`src/rtl/mem_port_arbiter_pkg.sv`:
```
// mem_port_arbiter_pkg: shared FSM state and owner types for the memory port arbiter
package mem_port_arbiter_pkg;
  typedef enum logic [1:0] {ARB_STARTUP, ARB_IDLE, ARB_RDWAIT} mem_arb_state_t;
  typedef enum logic {OWN_IF, OWN_D} mem_owner_t;
endpackage

```
`src/rtl/mem_arb_lat_cnt.sv`:
```
// mem_arb_lat_cnt: up-counter with clear/load-to-one and terminal-count compare
module mem_arb_lat_cnt #(
  parameter int W = 3
) (
  input  logic         clk,
  input  logic         rst_n,
  input  logic         i_clr,
  input  logic         i_ld,
  input  logic         i_inc,
  input  logic [W-1:0] i_tc,
  output logic         o_hit
);
  logic [W-1:0] r_cnt;
  always_ff @(posedge clk)
    if (!rst_n || i_clr) r_cnt <= '0;
    else if (i_ld) r_cnt <= W'(1);
    else if (i_inc) r_cnt <= r_cnt + W'(1);
  assign o_hit = r_cnt == i_tc;
endmodule

```
`src/rtl/mem_port_arbiter.sv`:
```
// mem_port_arbiter: shares one synchronous memory port between instruction fetch and data access
module mem_port_arbiter
  import mem_port_arbiter_pkg::*;
#(
  parameter int ADDR_W      = 32,
  parameter int DATA_W      = 32,
  parameter int RD_LAT      = 2,
  parameter int STARTUP_CYC = 4
) (
  input  logic              clk,
  input  logic              rst_n,
  input  logic              if_req,
  input  logic [ADDR_W-1:0] if_addr,
  input  logic              if_flush,
  output logic [DATA_W-1:0] if_rdata,
  output logic              if_rvalid,
  output logic              if_stall,
  input  logic              d_req,
  input  logic              d_we,
  input  logic [ADDR_W-1:0] d_addr,
  input  logic [DATA_W-1:0] d_wdata,
  output logic [DATA_W-1:0] d_rdata,
  output logic              d_rvalid,
  output logic              d_stall,
  output logic              mem_cs,
  output logic              mem_we,
  output logic [ADDR_W-1:0] mem_addr,
  output logic [DATA_W-1:0] mem_wdata,
  input  logic [DATA_W-1:0] mem_rdata,
  output logic              busy
);
  localparam logic [2:0] LAT_TC = 3'(RD_LAT);
  localparam logic [3:0] SU_TC  = 4'(STARTUP_CYC - 1);
  mem_arb_state_t r_state, w_state_nxt;
  mem_owner_t     r_owner, w_owner_nxt, r_last, w_last_nxt;
  logic r_kill, w_kill_nxt;
  logic w_su_hit, w_lat_hit, w_idle, w_gnt_d, w_gnt_if, w_wr_issue, w_rd_issue, w_resp;
  mem_arb_lat_cnt #(.W(4)) u_su_cnt (
    .clk   (clk),
    .rst_n (rst_n),
    .i_clr (1'b0),
    .i_ld  (1'b0),
    .i_inc (r_state == ARB_STARTUP),
    .i_tc  (SU_TC),
    .o_hit (w_su_hit)
  );
  mem_arb_lat_cnt #(.W(3)) u_lat_cnt (
    .clk   (clk),
    .rst_n (rst_n),
    .i_clr (w_resp),
    .i_ld  (w_rd_issue),
    .i_inc (r_state == ARB_RDWAIT),
    .i_tc  (LAT_TC),
    .o_hit (w_lat_hit)
  );
  always_ff @(posedge clk)
    if (!rst_n) begin
      r_state <= ARB_STARTUP;
      r_owner <= OWN_IF;
      r_last  <= OWN_IF;
      r_kill  <= 1'b0;
    end else begin
      r_state <= w_state_nxt;
      r_owner <= w_owner_nxt;
      r_last  <= w_last_nxt;
      r_kill  <= w_kill_nxt;
    end
  // outputs are gated by rst_n so a reset cycle never issues or returns data
  always_comb begin
    w_idle      = rst_n && r_state == ARB_IDLE;
    w_gnt_d     = w_idle && d_req && (!if_req || r_last == OWN_IF);
    w_gnt_if    = w_idle && if_req && !w_gnt_d;
    w_wr_issue  = w_gnt_d && d_we;
    w_rd_issue  = w_gnt_if || (w_gnt_d && !d_we);
    w_resp      = rst_n && r_state == ARB_RDWAIT && w_lat_hit;
    w_state_nxt = ((r_state == ARB_STARTUP && w_su_hit) || w_resp) ? ARB_IDLE :
                  w_rd_issue ? ARB_RDWAIT : r_state;
    w_owner_nxt = w_rd_issue ? (w_gnt_d ? OWN_D : OWN_IF) : r_owner;
    w_last_nxt  = (w_idle && if_req && d_req) ? (w_gnt_d ? OWN_D : OWN_IF) : r_last;
    w_kill_nxt  = !w_resp && (r_kill || (if_flush &&
                  (w_gnt_if || (r_state == ARB_RDWAIT && r_owner == OWN_IF))));
    if_rvalid   = w_resp && r_owner == OWN_IF && !r_kill && !if_flush;
    d_rvalid    = w_resp && r_owner == OWN_D;
    if_rdata    = if_rvalid ? mem_rdata : '0;
    d_rdata     = d_rvalid ? mem_rdata : '0;
    if_stall    = if_req && !if_rvalid;
    d_stall     = d_req && !(d_rvalid || w_wr_issue);
    mem_cs      = w_gnt_d || w_gnt_if;
    mem_we      = w_wr_issue;
    mem_addr    = w_gnt_d ? d_addr : w_gnt_if ? if_addr : '0;
    mem_wdata   = w_wr_issue ? d_wdata : '0;
    busy        = rst_n && r_state != ARB_IDLE;
  end
endmodule

```
`config.mk`:
```
export PLATFORM = sky130hd
export DESIGN_NAME = mem_port_arbiter
export DESIGN_NICKNAME = d
export VERILOG_FILES = /design/src/rtl/mem_port_arbiter_pkg.sv /design/src/rtl/mem_arb_lat_cnt.sv /design/src/rtl/mem_port_arbiter.sv
export SDC_FILE = /design/constraint.sdc
export NUM_CORES = 1
export LEC_CHECK = 0
export CAP_MARGIN = 20
export CORE_AREA = 2 2 105 107
export CTS_BUF_LIST = sky130_fd_sc_hd__clkbuf_4
export CTS_CLUSTER_SIZE = 25
export DETAILED_ROUTE_END_ITERATION = 10
export DIE_AREA = 0 0 107 109
export PLACE_DENSITY = 0.65
export SETUP_SLACK_MARGIN = 0.2
export SYNTH_ARGS = -nofsm -noshare
export SYNTH_HDL_FRONTEND = slang
export SYNTH_SLANG_ARGS = --single-unit
export TNS_END_PERCENT = 100
```
`constraint.sdc`:
```
create_clock -name clk -period 2.75 [get_ports clk]
set_input_delay 0.55 -clock clk [delete_from_list [all_inputs] [get_ports clk]]
set_output_delay 0.55 -clock clk [all_outputs]
set_load 0.02 [all_outputs]
```
==> metrics.md, run 1 <==
| Metric | Value |
|---|---|
| Period minus WS final | ~2.5 ns |
| Register Area | between 200 and 250 um^2 |
| Mean routed wirelength per cell | 16.2 um |
| Syn avg cell area | 7.37 um^2 |
| Final period utilization | between 90% and 100% |
| Min-delay worst type | reg2reg |
| Vias in the first global route | 2808 |
| VDD IR max | about 99 uV |
| Post-route DRC violation count | 0 |
| Status | finished, final reports clean |
| CTS tree | built |
| RSZ-0062 raised after global routing | yes |
| Final Slew Violations | 0 |
| H-tree depth | 1 |
| Root Buffer | clkbuf_4 |
| Filler cell count | 1086 |
| Clock tree buffer depth | 2 |
| Worst clock skew | ~0.0013 ns |
| Area grow syn2layout | 163% |
| Synth area leaders | and2_1 37%, a22o_1 17%, dfxtp_1 15%, buf_2 3.7%, ha_1 2.3% |
| Starting density of the core | 15.5% |
| Layout cell share with drive strength beyond 1 | 32.3% |
| Antenna violations before repair | 1 |
| CTS Hold Bufs | 0 |
| # clock sinks | 12 |
| Gate Count Post-Synth | about 220 |
| Setup slack after layout | 0.271 ns |
| Synthesized area | 1640 um^2 |
| DR vias/cell | approximately 4.3 |
| Routed wl met2 | ~5400 um |
| Total grt overflow | 0 |
| Antenna viol nets, final | 0 |
| Final core utilization | about 40% |
| Cell Chain, Critical Path | dlygate4sd2_1, and3b_2, and2_4, bufbuf_16, a22o_1, buf_2 |
| Met3 Wirelength | 1090 um |
| Post-synth top cells | 97 x and2_1, 32 x a22o_1, 12 x buf_2, 12 x dfxtp_1, 9 x clkbuf_1 |
| Routed length on met1 | 3740 um |
| Origin of the critical flop-to-flop path | r_state[1]$_SDFFE_PP0P_ |
| Final-report setup violation count | 0 |
| Maximum fanout count along the critical path | 16 |
| Area of the multi-input gates | 1330 um^2 |
| Critical Path Source | rst_n |
| Synth Flop Type | dfxtp_1 |
| R2r endpoint | u_lat_cnt.r_cnt[0]$_SDFFE_PP0P_ |
| Largest net degree at the start of global routing | 35 |
| Overall Global Routing Usage | between 10% and 20% |
| Place WS | -0.387 ns |
| Placement Rows | 38 |
| Die area | 11700 um^2 |
| Max transition margin | a little over two thirds |
| Reg2reg setup slack | 1.22 ns |
| Master of the slowest instance on the critical path | dlygate4sd2_1 |
| Post-synth EDFFs | 0 |
| I/O Pins | 269 |
| Top-count cell post-synth | and2_1 |
| Slowest cell delay on critical path | 0.28 ns |
| Dominant cell type by area after synthesis | and2_1 |
| Fmax achieved | 403 MHz |
| Syn Nets | 360 |
| Vias post-DR | 2703 |
| CP endpoint kind | output port |
| DRT iter0 DRCs | 105 |
| Detailed Route WL | 10300 um |
| Final hold violations | 0 |
| Die Ht | 109 um |
| FF-to-FF path depth | 4 |
| Max-cap violations | 0 |
| Critical Path AT | roughly 1.9 ns |
| DP HPWL | a little over 8000 um |
| Async set or reset register ratio after synthesis | 0% |
| Fin Hold WS | approximately 0.49 ns |
| Core Area | 10600 um^2 |
| PortBufs | 268 |
| WHS Endpoint | r_kill$_SDFF_PN0_ |
| Power Density | 169 nW/um^2 |
| Setup CP Type | in2out |
| CTS buffer count | 3 |
| Startpoint type of the worst setup path | input pin |
| PnR Total Power | about 730 uW |
| WP data required | 2.20 ns |
| Drt pass-1 iters | 4 |
| Placer Congestion | 0.742 |
| Hold Path Depth | 2 |
| Worst Max-Slew Pin Slew | 0.448 ns |
| Leakage power | 0.00205 uW |
| Synth Register Bits | 12 |
| Nets | 634 |
| Syn. warnings | 0 |
| CTS clk-pin slew, worst paths | about 0.07 ns |
| Yosys cell types | 39 |
| Top layer in use | met4 |
| DIE WIDTH | 107 um |
| Sequential element share of the synthesized area | ~15% |
| First-pass GRT wire length | 14400 um |
| Hold Startpoint | r_kill$_SDFF_PN0_ |
| Yosys top cell area share | a little under two fifths |
| Clk_lat worst skew | roughly 0.26 ns |
==> timing repair <==
item                       CTS  global route
cloned                       3             1
pin swaps                    4             2
gates resized for setup    396           104
setup endpoints to repair  133            63
buffers inserted             3             1
==> report_power, final <==
part	leakage [uW]	internal (uW)	total [uW]	switching [uW]
sequential	0.0000974	194	212	18.8
combinational	0.00194	266	415	149
clock	0.0000138	50.5	104	53.6
==> cell usage in the layout, fill, tap and decap left out, types with 2 or more instances in the layout <==
cell | synthesis | layout
buf_12 | 0 | 5
and2_1 | 97 | 96
o311a_1 | 2 | 2
nor3_4 | 0 | 2
inv_1 | 3 | 3
nand3b_1 | 2 | 2
clkdlybuf4s15_2 | 0 | 7
clkdlybuf4s50_1 | 0 | 130
ha_1 | 3 | 2
clkbuf_2 | 0 | 51
clkdlybuf4s15_1 | 0 | 9
nor2_1 | 4 | 4
buf_4 | 1 | 46
clkbuf_4 | 0 | 3
nor3b_1 | 2 | 2
buf_2 | 12 | 31
o21ai_0 | 3 | 3
nor4_1 | 3 | 3
dfxtp_1 | 12 | 12
xnor2_1 | 3 | 3
dlygate4sd2_1 | 0 | 6
xor2_1 | 2 | 2
a22o_1 | 32 | 32
nand3_1 | 3 | 3
o21a_1 | 2 | 2
bufbuf_16 | 0 | 2
a21oi_1 | 3 | 3
nand2_1 | 2 | 2
nor2b_1 | 2 | 2
buf_6 | 0 | 3
==> how the worst max path moves through the flow <==
stage | endpoint | slack [ns] | depth (start not counted)
3_3_place_gp | mem_addr[28] | -0.39 | 6
2_1_floorplan | d_stall | 0.20 | 7
3_5_place_dp | mem_addr[16] | -0.39 | 6
4_1_cts | d_rdata[27] | 0.20 | 7
6_report | mem_addr[23] | 0.27 | 6
5_1_grt | mem_wdata[30] | 0.19 | 6
==> per-stage QoR <==
step | instances | TNS (ns) | cell area, um^2
5_1_grt | 636 | 0 | 4320
4_1_cts | 633 | 0 | 4480
6_report | 636 | 0 | 4320
2_1_floorplan | 223 | 0 | 1640
3_5_place_dp | 624 | -38.30 | 4570
3_3_place_gp | 624 | -38.87 | 4570
==> routing by layer <==
| layer | up-vias | track usage (%) |
|---|---|---|
| met5 | - | 0 |
| met4 | 0 | 3.06 |
| met3 | 6 | 4.84 |
| met2 | 178 | 30.2 |
| met1 | 1201 | 16.6 |
| li1 | 1318 | - |
==> kinds of logic (layout without fill, tap and decap cells) <==
kind of cell	Yosys count	count (layout)	synth area share, %
flip-flops	12	12	14.6
AND/OR/NAND/NOR	129	129	49.8
other	0	1	0
AO/OA/AOI/OAI	47	47	23.3
adder cells (fa/ha/maj)	3	3	2.28
buffers and inverters	27	299	7.31
XOR/XNOR	5	5	2.66
==> flip-flops by register name (all words and copies together) (netlist names) <==
signal / flops
u_lat_cnt.r_cnt: 3
r_state: 2
r_last: 1
r_kill: 1
r_owner: 1
u_su_cnt.r_cnt: 4
==> layout make-up <==
| type | instances | area share [%] |
|---|---|---|
| Antenna cell | 1 | 0.0580 |
| Clock buffer | 3 | 0.522 |
| Inverter | 4 | 0.348 |
| Multi-Input combinational cell | 184 | 30.9 |
| Sequential cell | 12 | 5.56 |
| Tap cell | 140 | 4.06 |
| Timing Repair Buffer | 292 | 58.6 |
==> critical path: cells and delay by family <==
kind                   cells  cell delay [ns]
AND/OR/NAND/NOR            2             0.43
buffers and inverters      3             0.71
AO/OA/AOI/OAI              1             0.23
Note: power is estimated with default switching activity, not from simulation.
==> run 2: changes to the inputs <==
- SLEW_MARGIN: not set -> 20
==> results of run 2 <==
No change in the layout: final DEF, timing and power equal those of run 1.
==> run 3: changes to the inputs <==
- CORE_AREA: 2 2 105 107 -> 2 2 106 108
- DIE_AREA: 0 0 107 109 -> 0 0 108 110
- PLACE_DENSITY: 0.65 -> 0.66
- clock period: 2.75 -> 2.25 ns (I/O delays scaled with it)
==> metrics.md, run 3 (synthesis results as in run 1) <==
| Metric | Value |
|---|---|
| Status | finished with violations |
| Failing checks | negative setup slack |
| Die Ht | 110 um (+0.92%) |
| # clock sinks | 12 (unchanged) |
| Comb pwr share | 61.8% (+5.1 points) |
| Reg2reg setup slack | 0.56 ns (-0.66 ns) |
| Placer Congestion | 0.824 (+11%) |
| Max transition margin | 72.0% (+2.3 points) |
| Vias in the first global route | 2841 (+1.2%) |
| Filler cell count | 933 (-14%) |
| CTS clk-pin slew, worst paths | 0.07 ns (about the same) |
| DIE WIDTH | 108 um (+0.93%) |
| Leakage power | 0.00265 uW (+29%) |
| Placement Rows | 38 (unchanged) |
| Max-cap violations | 0 (unchanged) |
| Maximum fanout count along the critical path | 8 (-8) |
| Most frequent cells in the layout | 149 x buf_6, 128 x clkdlybuf4s50_1, 88 x and2_4 |
| Largest net degree at the start of global routing | 35 (unchanged) |
| Root Buffer | clkbuf_4 |
| Setup slack after layout | -0.0663 ns (-0.337 ns) |
| Final-report setup violation count | 61 (+61) |
| H-tree depth | 1 (unchanged) |
| Final hold violations | 0 (unchanged) |
| DR vias/cell | 4.38 (+3.0%) |
| Final core utilization | 55.0% (+14 points) |
| Total grt overflow | 0 (unchanged) |
| DP HPWL | 8620 um (+4.4%) |
| Power Density | 174 nW/um^2 (+2.9%) |
| Vias post-DR | 2978 (+10%) |
| CTS tree | built |
| Clock tree buffer depth | 2 (unchanged) |
| Die area | 11900 um^2 (+1.9%) |
| Setup CP Type | reg2out |
| Detailed Route WL | 13500 um (+31%) |
| Fmax achieved | 432 MHz |
| CTS buffer count | 3 (unchanged) |
| Mean routed wirelength per cell | 19.8 um (+22%) |
| Critical Path Source | u_lat_cnt.r_cnt[0]$_SDFFE_PP0P_ |
| Origin of the critical flop-to-flop path | r_state[1]$_SDFFE_PP0P_ |
| P_int | 709 uW (+39%) |
| WHS Endpoint | r_kill$_SDFF_PN0_ |
| Final Slew Violations | 0 (unchanged) |
| Critical Path AT | 1.87 ns (-0.06 ns) |
| Post-route DRC violation count | 0 (unchanged) |
| Place WS | -0.716 ns (-0.329 ns) |
| Starting density of the core | 15.4% (-0.14 points) |
| Register Area | 249 um^2 (+3.6%) |
| CTS Hold Bufs | 0 (unchanged) |
| Largest regs | u_su_cnt.r_cnt (4), u_lat_cnt.r_cnt (3), r_state (2) |
| Clk_lat worst skew | 0.27 ns (about the same) |
| Biggest register | u_su_cnt.r_cnt |
| Worst Max-Slew Pin Slew | 0.415 ns (-0.0338 ns) |
| Sequential share of power | 25.2% (-3.8 points) |
| FF-to-FF path depth | 6 (+2) |
| Nets | 679 (+7.1%) |
| Hold Path Depth | 3 (+1) |
| Startpoint type of the worst setup path | flop |
| Period minus WS final | 2.32 ns |
| I/O Pins | 269 (unchanged) |
| Net Sw Frac | 30.9% (+0.63 points) |
| CP endpoint kind | output port |
| Ant diodes | 0 (-1) |
| Area of the multi-input gates | 1590 um^2 (+19%) |
| Most common cell after layout, fill and taps aside | buf_6 |
| Clock power share | 13.0% (-1.2 points) |
| Area grow syn2layout | 258% |
| Antenna violations before repair | 0 (-1) |
| Hold Startpoint | if_flush |
| Fin Hold WS | 0.447 ns (-0.0384 ns) |
| R2r endpoint | u_lat_cnt.r_cnt[0]$_SDFFE_PP0P_ |
| Drt pass-1 iters | 4 (unchanged) |
| Antenna viol nets, final | 0 (unchanged) |
| DRT iter0 DRCs | 114 (+8.6%) |
| RSZ-0062 raised after global routing | yes |
| Final period utilization | 103% |
| Core Area | 10700 um^2 (+0.90%) |
| Min-delay worst type | in2reg |
| Overall Global Routing Usage | 19.1% (+3.5 points) |
| Number of flip-flops in the largest register | 4 (unchanged) |
| WP data required | 1.80 ns (-0.40 ns) |
| NetSw | 316 uW (+43%) |
| Worst clock skew | 0.00385 ns (+0.00258 ns) |
| First-pass GRT wire length | 17400 um (+21%) |
| VDD IR max | 270 uV (+170%) |
| PortBufs | 268 (unchanged) |
| Layout cell share with drive strength beyond 1 | 58.3% (+26 points) |
==> run 3: cell count changes in the layout (fill, tap and decap cells not counted), sizes merged <==
cell,before,now
clkdlybuf4s50,130,128
dlygate4sd2,6,3
clkinv,0,1
clkbuf,55,7
bufbuf,2,0
buf,86,201
inv,4,3
clkdlybuf4s15,16,1
diode,1,0
==> run 3: worst max-delay path by stage <==
stage	end	slack, ns
after floorplan	if_rdata[22]	0.19
after global placement	mem_addr[31]	-0.68
after detailed placement	mem_addr[29]	-0.72
after CTS	if_rdata[27]	-0.03
after global routing	if_rdata[15]	-0.17
final	d_rdata[5]	-0.07
==> run 3: what timing repair did <==
action,4_1_cts,5_1_grt
pin swaps,53,42
endpoints found under the hold margin,0,0
cloned,12,6
buffers inserted,18,9
endpoints found under the setup margin,135,133
resized for setup,880,80
==> run 3: through the flow <==
stage                     TNS [ns]  std cells  area [um^2]  total power [uW]
after CTS                   -0.463        665         5500              1010
after detailed placement    -84.33        632         4650               790
after floorplan                  0        223         1660               428
final                        -2.29        680         5880              1030
after global routing         -8.57        680         5880              1080
after global placement      -79.23        632         4650               782
==> run 3: critical path: stages (launching register included) <==
cell and delay, ns:
dfxtp_2 0.33, inv_2 0.07, ha_4 0.15, nand4bb_4 0.16, nor3_4 0.28, buf_4 0.19
clkbuf_16 0.14, and2_1 0.14, buf_6 0.12
==> run 3: area by class of cell <==
cell class,count,share of cell area [%]
clock buffer,3,0.383
inverter,4,0.277
multi-input combinational,184,27.1
sequential,12,4.23
tap,140,2.98
timing repair buffer,337,65.1
==> run 3: per-layer routing <==
| layer | global-route usage (%) | share of wire [%] |
|---|---|---|
| met5 | 0 | 0 |
| met1 | 22.1 | 37 |
| met2 | 36.4 | 53 |
| met4 | 3.30 | 1.8 |
| met3 | 4.23 | 7.8 |
==> run 3: power by group through the flow <==
stage | clock [uW] | sequential, uW | combinational, uW
final | 133 | 258 | 634
after global routing | 149 | 262 | 670
after CTS | 139 | 258 | 609
after detailed placement | 0 | 261 | 529
after global placement | 0 | 260 | 522
after floorplan | 0 | 256 | 172
